--- src/rtl/calc_pkg.sv ---
// calc_pkg: opcodes, scheduler states, error result and keypad codes shared by the calculator datapath
package calc_pkg;
  localparam logic [2:0] OP_ADD = 3'd0, OP_SUB = 3'd1, OP_DIV = 3'd2, OP_MUL = 3'd3, OP_POW = 3'd4, OP_PCT = 3'd5;
  localparam logic [7:0] ERR_RESULT = 8'hFF;
  localparam logic [3:0] KEY_ADD = 4'hA, KEY_SUB = 4'hB, KEY_MUL = 4'hC, KEY_DIV = 4'hD, KEY_EQ = 4'hE, KEY_CLR = 4'hF;
  typedef enum logic [1:0] {IDLE, ISSUE, WAIT, RESP} state_e;
  function automatic logic op_illegal(input logic [2:0] op, input logic b_zero);
    return op[2:1] == 2'b11 || (op == OP_DIV && b_zero);
  endfunction
endpackage

--- src/rtl/alu_scheduler_if.sv ---
// alu_scheduler_if: requester, response, execution-unit and status signals of the ALU scheduler
interface alu_scheduler_if #(parameter int WIDTH_IN = 4, parameter int WIDTH_OUT = 8);
  logic [1:0] req_valid, req_ready;
  logic [2*WIDTH_IN-1:0] req_a, req_b;
  logic [5:0] req_op;
  logic [1:0] rsp_valid, rsp_ready;
  logic [WIDTH_OUT-1:0] rsp_data;
  logic rsp_err;
  logic exe_start;
  logic [WIDTH_IN-1:0] exe_a, exe_b;
  logic [2:0] exe_op;
  logic exe_done;
  logic [WIDTH_OUT-1:0] exe_result;
  logic busy;
  logic [7:0] err_count;
  modport slave (
    input req_valid, req_a, req_b, req_op, rsp_ready, exe_done, exe_result,
    output req_ready, rsp_valid, rsp_data, rsp_err, exe_start, exe_a, exe_b, exe_op, busy, err_count
  );
  modport master (
    output req_valid, req_a, req_b, req_op, rsp_ready, exe_done, exe_result,
    input req_ready, rsp_valid, rsp_data, rsp_err, exe_start, exe_a, exe_b, exe_op, busy, err_count
  );
endinterface

--- src/rtl/rr_arbiter2.sv ---
// rr_arbiter2: two-way round-robin grant; the caller owns and updates the pointer
module rr_arbiter2 (
  input  logic [1:0] req_i,
  input  logic       ptr_i,
  output logic [1:0] grant_o
);
  assign grant_o = &req_i ? (ptr_i ? 2'b10 : 2'b01) : req_i;
endmodule

--- src/rtl/alu_scheduler.sv ---
// alu_scheduler: arbitrates two requesters onto the shared execution unit, screens illegal ops, times out stuck runs
module alu_scheduler
  import calc_pkg::*;
#(
  parameter int WIDTH_IN  = 4,
  parameter int WIDTH_OUT = 8,
  parameter int TIMEOUT   = 64
) (
  input logic clk,
  input logic reset,
  alu_scheduler_if.slave bus
);
  localparam int CW = $clog2(TIMEOUT) + 1;
  state_e state_q;
  logic ptr_q, id_q, err_q, start_q, g, bad, timeout;
  logic [1:0] grant, rsp_valid_q;
  logic [WIDTH_IN-1:0] a_q, b_q, a_sel, b_sel;
  logic [2:0] op_q, op_sel;
  logic [WIDTH_OUT-1:0] data_q;
  logic [CW-1:0] cnt_q;
  logic [7:0] err_cnt_q, err_cnt_d;
  rr_arbiter2 u_arb (.req_i(bus.req_valid), .ptr_i(ptr_q), .grant_o(grant));
  assign g = grant[1];
  assign a_sel = g ? bus.req_a[2*WIDTH_IN-1 -: WIDTH_IN] : bus.req_a[WIDTH_IN-1:0];
  assign b_sel = g ? bus.req_b[2*WIDTH_IN-1 -: WIDTH_IN] : bus.req_b[WIDTH_IN-1:0];
  assign op_sel = g ? bus.req_op[5:3] : bus.req_op[2:0];
  assign bad = op_illegal(op_sel, b_sel == '0);
  // counter is 0 in the first WAIT cycle, so the abort lands TIMEOUT cycles after ISSUE
  assign timeout = cnt_q == CW'(TIMEOUT - 2);
  assign err_cnt_d = &err_cnt_q ? err_cnt_q : err_cnt_q + 8'd1;
  assign bus.req_ready = reset && state_q == IDLE ? grant : 2'b00;
  assign bus.rsp_valid = rsp_valid_q;
  assign bus.rsp_data = data_q;
  assign bus.rsp_err = err_q;
  assign bus.exe_start = start_q;
  assign bus.exe_a = a_q;
  assign bus.exe_b = b_q;
  assign bus.exe_op = op_q;
  assign bus.busy = state_q != IDLE;
  assign bus.err_count = err_cnt_q;
  always_ff @(posedge clk or negedge reset)
    if (!reset) begin
      state_q <= IDLE;
      ptr_q <= 1'b0;
      id_q <= 1'b0;
      err_q <= 1'b0;
      start_q <= 1'b0;
      rsp_valid_q <= 2'b00;
      a_q <= '0;
      b_q <= '0;
      op_q <= '0;
      data_q <= '0;
      cnt_q <= '0;
      err_cnt_q <= '0;
    end else
      case (state_q)
        IDLE: if (|grant) begin
          a_q <= a_sel;
          b_q <= b_sel;
          op_q <= op_sel;
          id_q <= g;
          ptr_q <= ~g;
          if (bad) begin
            state_q <= RESP;
            rsp_valid_q <= grant;
            data_q <= WIDTH_OUT'(ERR_RESULT);
            err_q <= 1'b1;
            err_cnt_q <= err_cnt_d;
          end else begin
            state_q <= ISSUE;
            start_q <= 1'b1;
          end
        end
        ISSUE: begin
          start_q <= 1'b0;
          cnt_q <= '0;
          state_q <= WAIT;
        end
        WAIT: if (bus.exe_done) begin
          data_q <= bus.exe_result;
          err_q <= 1'b0;
          rsp_valid_q <= {id_q, ~id_q};
          state_q <= RESP;
        end else if (timeout) begin
          data_q <= WIDTH_OUT'(ERR_RESULT);
          err_q <= 1'b1;
          err_cnt_q <= err_cnt_d;
          rsp_valid_q <= {id_q, ~id_q};
          state_q <= RESP;
        end else cnt_q <= cnt_q + 1'b1;
        RESP: if (bus.rsp_ready[id_q]) begin
          rsp_valid_q <= 2'b00;
          state_q <= IDLE;
        end
        default: state_q <= IDLE;
      endcase
endmodule

--- src/flat_wrapper.sv ---
// flat-port wrapper written by rule: the top's interface ports become plain ports
module alu_scheduler_flat import calc_pkg::*;
#(
  parameter int WIDTH_IN  = 4,
  parameter int WIDTH_OUT = 8,
  parameter int TIMEOUT   = 64
)
  (clk, reset, bus_req_valid, bus_req_a, bus_req_b, bus_req_op, bus_rsp_ready, bus_exe_done, bus_exe_result, bus_req_ready, bus_rsp_valid, bus_rsp_data, bus_rsp_err, bus_exe_start, bus_exe_a, bus_exe_b, bus_exe_op, bus_busy, bus_err_count);
  alu_scheduler_if #(.WIDTH_IN(WIDTH_IN), .WIDTH_OUT(WIDTH_OUT)) bus_i ();
  input logic clk;
  input logic reset;
  input wire logic [$bits(bus_i.req_valid)-1:0] bus_req_valid;
  input wire logic [$bits(bus_i.req_a)-1:0] bus_req_a;
  input wire logic [$bits(bus_i.req_b)-1:0] bus_req_b;
  input wire logic [$bits(bus_i.req_op)-1:0] bus_req_op;
  input wire logic [$bits(bus_i.rsp_ready)-1:0] bus_rsp_ready;
  input wire logic [$bits(bus_i.exe_done)-1:0] bus_exe_done;
  input wire logic [$bits(bus_i.exe_result)-1:0] bus_exe_result;
  output wire logic [$bits(bus_i.req_ready)-1:0] bus_req_ready;
  output wire logic [$bits(bus_i.rsp_valid)-1:0] bus_rsp_valid;
  output wire logic [$bits(bus_i.rsp_data)-1:0] bus_rsp_data;
  output wire logic [$bits(bus_i.rsp_err)-1:0] bus_rsp_err;
  output wire logic [$bits(bus_i.exe_start)-1:0] bus_exe_start;
  output wire logic [$bits(bus_i.exe_a)-1:0] bus_exe_a;
  output wire logic [$bits(bus_i.exe_b)-1:0] bus_exe_b;
  output wire logic [$bits(bus_i.exe_op)-1:0] bus_exe_op;
  output wire logic [$bits(bus_i.busy)-1:0] bus_busy;
  output wire logic [$bits(bus_i.err_count)-1:0] bus_err_count;
  assign bus_i.req_valid = bus_req_valid;
  assign bus_i.req_a = bus_req_a;
  assign bus_i.req_b = bus_req_b;
  assign bus_i.req_op = bus_req_op;
  assign bus_i.rsp_ready = bus_rsp_ready;
  assign bus_i.exe_done = bus_exe_done;
  assign bus_i.exe_result = bus_exe_result;
  assign bus_req_ready = bus_i.req_ready;
  assign bus_rsp_valid = bus_i.rsp_valid;
  assign bus_rsp_data = bus_i.rsp_data;
  assign bus_rsp_err = bus_i.rsp_err;
  assign bus_exe_start = bus_i.exe_start;
  assign bus_exe_a = bus_i.exe_a;
  assign bus_exe_b = bus_i.exe_b;
  assign bus_exe_op = bus_i.exe_op;
  assign bus_busy = bus_i.busy;
  assign bus_err_count = bus_i.err_count;
  alu_scheduler #(.WIDTH_IN(WIDTH_IN), .WIDTH_OUT(WIDTH_OUT), .TIMEOUT(TIMEOUT)) u_core (.clk(clk), .reset(reset), .bus(bus_i));
endmodule
--- config.mk ---
export PLATFORM = sky130hd
export DESIGN_NAME = alu_scheduler_flat
export DESIGN_NICKNAME = d
export VERILOG_FILES = /design/src/rtl/calc_pkg.sv /design/src/rtl/alu_scheduler_if.sv /design/src/rtl/rr_arbiter2.sv /design/src/rtl/alu_scheduler.sv /design/src/flat_wrapper.sv
export SDC_FILE = /design/constraint.sdc
export NUM_CORES = 1
export LEC_CHECK = 0
export ABC_AREA = 1
export CAP_MARGIN = 10
export CORE_MARGIN = 2
export CORE_UTILIZATION = 45
export DETAILED_ROUTE_END_ITERATION = 10
export PLACE_DENSITY = 0.86
export SYNTH_ARGS = -nofsm -noshare
export SYNTH_HDL_FRONTEND = slang
export SYNTH_HIERARCHICAL = 1
export SYNTH_SLANG_ARGS = --single-unit
--- constraint.sdc ---
create_clock -name clk -period 4.9 [get_ports clk]
set_input_delay 0.98 -clock clk [delete_from_list [all_inputs] [get_ports clk]]
set_output_delay 0.98 -clock clk [all_outputs]
set_load 0.03 [all_outputs]
-- Word level (Yosys, flattened, before mapping)
Cells that the tools add are included.
Widths: inputs -> output; s select.
- flip-flop bits (word level): 42
- input port bits: 37
- output and inout port bits: 34
- word-level logic and storage cells: 92
- add/subtract/negate cells: 2
- $lt $le $gt $ge: 1
- eq/ne operators: 14
- multiplexer cells: 41
- bitwise operators: 2
- reduce and logical (&&, ||, !) cells: 20
- operators by type and width (operator ; number):
    $mux 8 ; 9
    $pmux 8 s2 ; 2
    $mux 2 ; 12
    $mux 7 ; 2
    $pmux 7 s2 ; 1
    $reduce_and 5->1 ; 2
    $reduce_and 3->1 ; 3
    $add 8x1->8 const B ; 1
    $mux 1 ; 8
    $mux 4 ; 2
    $ne 2x2->1 const B ; 4
    $pmux 2 s4 ; 1
    $reduce_and 8->1 ; 1
    $reduce_bool 2->1 ; 4
    $add 7x1->7 const B ; 1
    $eq 7x6->1 const B ; 1
    $eq 2x2->1 const B ; 3
    $ne 2x1->1 const B ; 3
    $pmux 2 s3 ; 1
    $logic_not 4->1 ; 1
    $pmux 1 s2 ; 2
    $reduce_and 2->1 ; 2
    $reduce_and 4->1 ; 1
    $eq 3x2->1 const B ; 1
    10 further kinds ; 12

-- Longest topological paths before layout
- depth after elaboration: 9
- gate-level depth with buffers: 14
- gate-level depth less buffers: 13

-- Hierarchy
Netlist, hierarchy kept.
- by module, submodules not included (module ; instances ; cells an instance ; area each (sq um) ; sequential area each (sq um)):
    alu_scheduler ; 1 ; 298 ; 2373.5 ; 1051.0
    rr_arbiter2 ; 1 ; 5 ; 21.3 ; 0.0

-- Worst setup path after synthesis
No wires, ideal clock.
- kind: input-to-output
- start point: input bus_req_valid[0]
- end point: output bus_req_ready[1]
- arrival time: 2040 ps
- required time: 3920 ps
- setup slack: 1880 ps
- stages: 6
- path buffers: 1
- cell sequence: inv_1 -> nand2_1 -> nand2_1 -> inv_2 -> buf_6 -> nor3_1
- longest elaborated chain between the ends: 3
- ends and longest elaborated chain (what ; line ; RTL):
    start: declaration ; flat_wrapper.sv:12 ; input wire logic [$bits(bus_i.req_valid)-1:0] bus_req_valid;
    $reduce_and 2->1 ; rr_arbiter2.sv:7 ; assign grant_o = &req_i ? (ptr_i ? 2'b10 : 2'b01) : req_i;
    $mux 2 ; rr_arbiter2.sv:7 ;
    net u_core.grant[1] ; alu_scheduler.sv:16 ; logic [1:0] grant, rsp_valid_q;
    $mux 2 ; alu_scheduler.sv:31 ; assign bus.req_ready = reset && state_q == IDLE ? grant : 2'b00;
    end: declaration ; flat_wrapper.sv:19 ; output wire logic [$bits(bus_i.req_ready)-1:0] bus_req_ready;
The timed path passes the listed nets, and every way through them passes these cells.

-- Worst setup path in the final report
- start point: input bus_req_valid[1]
- end point: output bus_req_ready[1]
- longest elaborated chain between the ends: 3
- ends and longest elaborated chain (what ; line):
    $reduce_and 2->1 ; rr_arbiter2.sv:7
    $mux 2 * ; rr_arbiter2.sv:7
    net u_core.grant[1] ; alu_scheduler.sv:16
    $mux 2 * ; alu_scheduler.sv:31
The timed path passes the listed nets; every way through them passes the cells marked *.

==> metrics.cfg <==
[pwr]
switching_share=0.484
p_per_area_mw_per_mm2=617
p_int_mw=1.03
p_leak_nw=1.52
p_comb_frac=0.588
switchingPower_mw=0.963
vdd_drop_max_v=0.000363
seqPwrFrac=0.296
p_clk_frac=0.116

[grt]
antenna_found_initial=0
grt_pass1_vias=2250
grt_pass1_wl_mm=9.59
grt_max_degree=43
track_usage=0.199
grt_remaining_overflow=0

[setup_path]
rr_worst_depth=11
cp-end-kind=output pin
crit_fanout=13
r2r_setup_slack_ns=2.70
critPathArrivalTime_ns=3.02
timing.rr.start=u_core/ptr_q
critPathLaunchType=primary input
reg2reg_to=u_core/bus.rsp_data[2]
cp-startpoint=bus_req_valid[1]
crit_type=primary input to output pin
worst_ep_required_time_ns=3.92

[yosys]
ys_seq_area_frac=0.439
yosysWarnings=6
yosysTopAreaCell=dfrtp_1
synth_area_leaders=dfrtp_1 (44%), nand2_1 (15%), nand4_1 (6.0%)
synth_cells=303
synth_top_area_frac=0.439
synthesis.area_mm2=0.00239
synth_nets=347
ys_seq_elements=42
syn_avg_cell_area_um2=7.90
synth_cell_types=34

[place]
gp_congestion=0.778
place_area_mm2=0.00313
dp_hpwl_mm=4.23
numPortBuffers=70

[drt]
firstDrtPassIters=4
vias_per_cell=5.13
vias=2285
ant_nets=0
wl_mm=5.64
wl_per_cell_um=12.7
dr.first_iter.drc_count=145
drc_errors=0

[cts]
cts_buffers=5
clock_path_buffers=2
cts_num_sinks=42
post-cts-setup-buffer-count=0
path_clk_slew_ns=0.09
cts_root_buffer=clkbuf_8
cts_tree=yes
ctsHoldBuffers=0
cts-resized-gates=0
clk_latency_ns=0.30
htreeDepth=2

[hold_path]
hold_path_end=u_core/bus.rsp_data[1]
min_from=u_core/bus.rsp_data[1]
hp-class=flip-flop to flip-flop
whs_path_depth=2

[layout]
multi_input_area_mm2=0.00117
fin_util=0.631
n_fill_cell=461
antenna_cells=0
seq_area_mm2=0.00105
nets=418
area_delta_synth_final_pct=34.6
layout-drive-gt1-share=0.101
stdcell_area_mm2=0.00322

[flow_run]
maxCapViolations=0

[die]
coreArea_mm2=0.00511
dieArea_mm2=0.00592
io_pins=71
initial_core_util=0.469
fp.dieH_um=77.0
placementRows=26
die_w_um=77.0

[sta]
max_freq_mhz=250
finalSetupViolations=0
tightest_slew_ns=0.671
holdWs_ns=0.477
timing.final.crit_share=0.817
period_needed_ns=4.00
rsz0062_at_grt=false
setup_tns_ns=0
slew_viol_final=0
hold_viol_final=0
relSlewSlack=0.552
skew_ns=0.0101

[outcome]
status=finished, final reports clean

-- critical path, cell delays in order --
cell	delay, ns
clkdlybuf4s50_1	0.50
nand3_1	0.11
nand2_1	0.32
inv_2	0.21
nor3_1	0.21
clkdlybuf4s50_1	0.69
-- area by class of cell --
| cell class | count | share of cell area |
|---|---|---|
| Inverter | 32 | 0.0376 |
| Tap cell | 70 | 0.0272 |
| Sequential cell | 42 | 0.326 |
| Timing Repair Buffer | 71 | 0.218 |
| Clock buffer | 5 | 0.0213 |
| Clock inverter | 3 | 0.00776 |
| Multi-Input combinational cell | 222 | 0.362 |
-- routing by layer --
metal  track usage  wire [um]  up-vias
met5             0          0        -
met4        0.0655         35        0
met3        0.0612        418        2
met2         0.361       2840       80
met1         0.222       2350     1059
li1              -          -     1144
-- cells in the mapped netlist --
cell type   n
o22ai_1     2
buf_6       3
nand3_1    12
or2_2       8
buf_2       2
inv_1      27
nand2_1    98
nand2_2     3
nand3_2     3
xnor2_1     2
o21ai_0    12
inv_2       4
nor3_2      1
dfrtp_1    42
a31o_2      1
a21oi_2     1
clkinv_2    1
xor2_1      3
clkbuf_1    1
ha_1        7
a22oi_1     4
nand3_4     1
nand4_1    23
nor2_2      2
buf_4       1
nand3b_1    2
nor3_1      3
nor2_1     18
nand2_4     1
o21ai_1     1
a21oi_1     6
o22ai_2     1
nor2_4      1
a31oi_1     6
-- power groups by stage --
stage	Clock, mW	Sequential (mW)	Combinational [mW]
2_1_floorplan	0	0.791	0.589
3_3_place_gp	0	0.588	1.14
3_5_place_dp	0	0.591	1.18
4_1_cts	0.241	0.588	1.18
5_1_grt	0.255	0.609	1.29
6_report	0.231	0.588	1.17
-- flip-flops by register name, summed over array words and instances (netlist names), 2 cells and up --
name / flops
u_core/bus.err_count: 8
u_core/bus.rsp_data: 8
u_core/cnt_q: 7
u_core/bus.exe_a: 4
u_core/bus.exe_b: 4
u_core/bus.exe_op: 3
u_core/bus.rsp_valid: 2
u_core/state_q: 2
-- logic make-up (layout without fill, tap and decap cells) --
| group | after synthesis | in the layout | share of synthesized area |
|---|---|---|---|
| adders and majority gates | 7 | 7 | 0.0366 |
| buffers and inverters | 39 | 111 | 0.0737 |
| xor gates and xnor gates | 5 | 5 | 0.0183 |
| and+or+nand+nor | 176 | 176 | 0.347 |
| DFF | 42 | 42 | 0.439 |
| AOI/OAI and AO/OA | 34 | 34 | 0.0857 |
-- through the flow --
stage / power (mW) / setup WS (ns) / std cells
3_3_place_gp: 1.73 / 0.980 / 437
5_1_grt: 2.15 / 0.789 / 445
4_1_cts: 2.01 / 0.933 / 445
6_report: 1.99 / 0.898 / 445
3_5_place_dp: 1.77 / 0.933 / 437
2_1_floorplan: 1.38 / 1.88 / 303
-- how the worst max path moves through the flow --
stage	cells past startpoint	slack [ns]	endpoint
after global routing	6	0.79	bus_req_ready[1]
after floorplan	6	1.88	bus_req_ready[1]
after CTS	6	0.93	bus_req_ready[1]
after global placement	6	0.98	bus_req_ready[1]
final	6	0.90	bus_req_ready[1]
after detailed placement	6	0.93	bus_req_ready[1]
-- cell usage in the layout (no fill, tap or decap), types with 2 or more instances in the layout --
master and instances:
inv_1 27, nand4_1 23, xnor2_1 2, xor2_1 3
o22ai_1 2, nand3_2 3, dfrtp_1 42, a22oi_1 4
nand3_1 12, nor3_1 3, a31oi_1 6, a21oi_1 6
ha_1 7, clkdlybuf4s50_1 69, nand2_2 3, clkbuf_8 5
nand2_1 98, nand3b_1 2, or2_2 8, nor2_2 2
o21ai_0 12, nor2_1 18, inv_2 4
Note: power is estimated with default switching activity, not from simulation.
==> patch: new RTL, config.mk and constraints unchanged <==
`WIDTH_OUT` is set to 8 in 3 places; all go to 9.
--- a/src/rtl/alu_scheduler_if.sv
+++ b/src/rtl/alu_scheduler_if.sv
@@ -1,3 +1,3 @@
 // alu_scheduler_if: requester, response, execution-unit and status signals of the ALU scheduler
-interface alu_scheduler_if #(parameter int WIDTH_IN = 4, parameter int WIDTH_OUT = 8);
+interface alu_scheduler_if #(parameter int WIDTH_IN = 4, parameter int WIDTH_OUT = 9);
   logic [1:0] req_valid, req_ready;
--- a/src/rtl/alu_scheduler.sv
+++ b/src/rtl/alu_scheduler.sv
@@ -5,3 +5,3 @@
   parameter int WIDTH_IN  = 4,
-  parameter int WIDTH_OUT = 8,
+  parameter int WIDTH_OUT = 9,
   parameter int TIMEOUT   = 64
--- a/src/flat_wrapper.sv
+++ b/src/flat_wrapper.sv
@@ -4,3 +4,3 @@
   parameter int WIDTH_IN  = 4,
-  parameter int WIDTH_OUT = 8,
+  parameter int WIDTH_OUT = 9,
   parameter int TIMEOUT   = 64
Interface: changed (resized bus_exe_result and bus_rsp_data); port bits go from 71 to 73. The function was not compared with the original's and may differ.
==> patch against the original RTL <==
  * Largest cell class unchanged
  * Die area is 3.5% lower
  * Power fell by 1.7%
  * First-iteration DRC count fell by 17%
  * Wire length decreased by 7.1%
  * Area after synthesis is 3.7% lower
  * Core utilization down 0.87 points
  * Setup slack gained 0.15 ns
  * Sequential cell count increased by 1
  * Cell area down 2.6%
  * Register-to-register slack got worse by 0.24 ns
==> patch: results (changes against the original RTL) <==
status complete, no violations (unchanged); Cell Int Power 1.04 mW (was 1.03 mW); Syn Nets 332 (was 347); fin area 0.00314 sq mm (was 0.00322 sq mm); max incr delay on CP 0.67 ns (was 0.69 ns); fraction of layout cells with a size suffix above 1 7.26% (was 10.1%); ranking of synthesized cells by area dfrtp_1, nand2_1, nor2_1 (was dfrtp_1, nand2_1, nand4_1); Mapped Avg Cell Area 8.04 sq um (was 7.90 sq um); maximum number of pins on one net before global-route repair 37 (was 43); reg2reg end u_core/bus.rsp_err$_DFFE_PN0P_ (was u_core/bus.rsp_data[2]$_DFFE_PN0P_); reg2reg setup slack 2.46 ns (was 2.70 ns); first-pass GRT wire length 8830 um (was 9590 um); met1 usage 23.8% (was 22.2%); met2 Track Usage GR 35.7% (was 36.1%); inverters 23 (was 32); HPWL after DPL 3900 um (was 4230 um); fillcell total 424 (was 461); routed wl met2 2570 um (was 2840 um); Nets 403 (was 418); Layout clock area frac 2.79% (was 2.91%); final wirelength 5240 um (was 5640 um); Flop pwr share 30.6% (was 29.6%); Cell variety after synth 27 (was 34); met3 usage 5.42% (was 6.12%); f_max 259 MHz (was 250 MHz); Slew headroom 54.8% (was 55.2%); GPL Wtd Cong 0.852 (was 0.778); worst min-delay path startpoint u_core/bus.exe_start$_DFFE_PN0P_ (was u_core/bus.rsp_data[1]$_DFFE_PN0P_); WHS 0.491 ns (was 0.477 ns); number of multi-input logic gates 212 (was 222); number of non-clock buffers 73 (was 71); crit path max fanout 12 (was 13); Max Clock Skew 0.00394 ns (was 0.0101 ns); Hold EP u_core/bus.exe_start$_DFFE_PN0P_ (was u_core/bus.rsp_data[1]$_DFFE_PN0P_); FF+latch area 0.00108 sq mm (was 0.00105 sq mm); VDD IR max 0.000449 V (was 0.000363 V); register area share after synthesis 46.6% (was 43.9%); WL met3 321 um (was 418 um); DP Worst Slack 1.06 ns (was 0.933 ns); Overall Global Routing Usage 20.1% (was 19.9%); I/O Buffers 72 (was 70); Lkg Pwr 1.46 nW (was 1.52 nW); M1 WL 2290 um (was 2350 um)
[patch: cell count changes in the layout (fill, tap and decap cells not counted), sizes merged, moves of 7 or more]
cell	delta
nand4	-20
nor2	+14
nand2	-10
inv	-9
o21ai	+8
or2	-8
nand3	+7
[patch: logic make-up (layout without fill, tap and decap cells)]
logic type,Yosys count,in the layout,synth area share [%]
AO/OA/AOI/OAI,39,39,9.98
XOR/XNOR,9,9,3.42
adder cells (fa/ha/maj),7,7,3.80
buffers and inverters,32,103,6.62
flip-flops,43,43,46.6
AND/OR/NAND/NOR,157,157,29.6
[patch: per-stage QoR]
| stage | power, mW | cells |
|---|---|---|
| after CTS | 1.97 | 428 |
| after floorplan | 1.37 | 287 |
| after global routing | 2.12 | 428 |
| final | 1.96 | 428 |
| after detailed placement | 1.73 | 421 |
| after global placement | 1.70 | 421 |
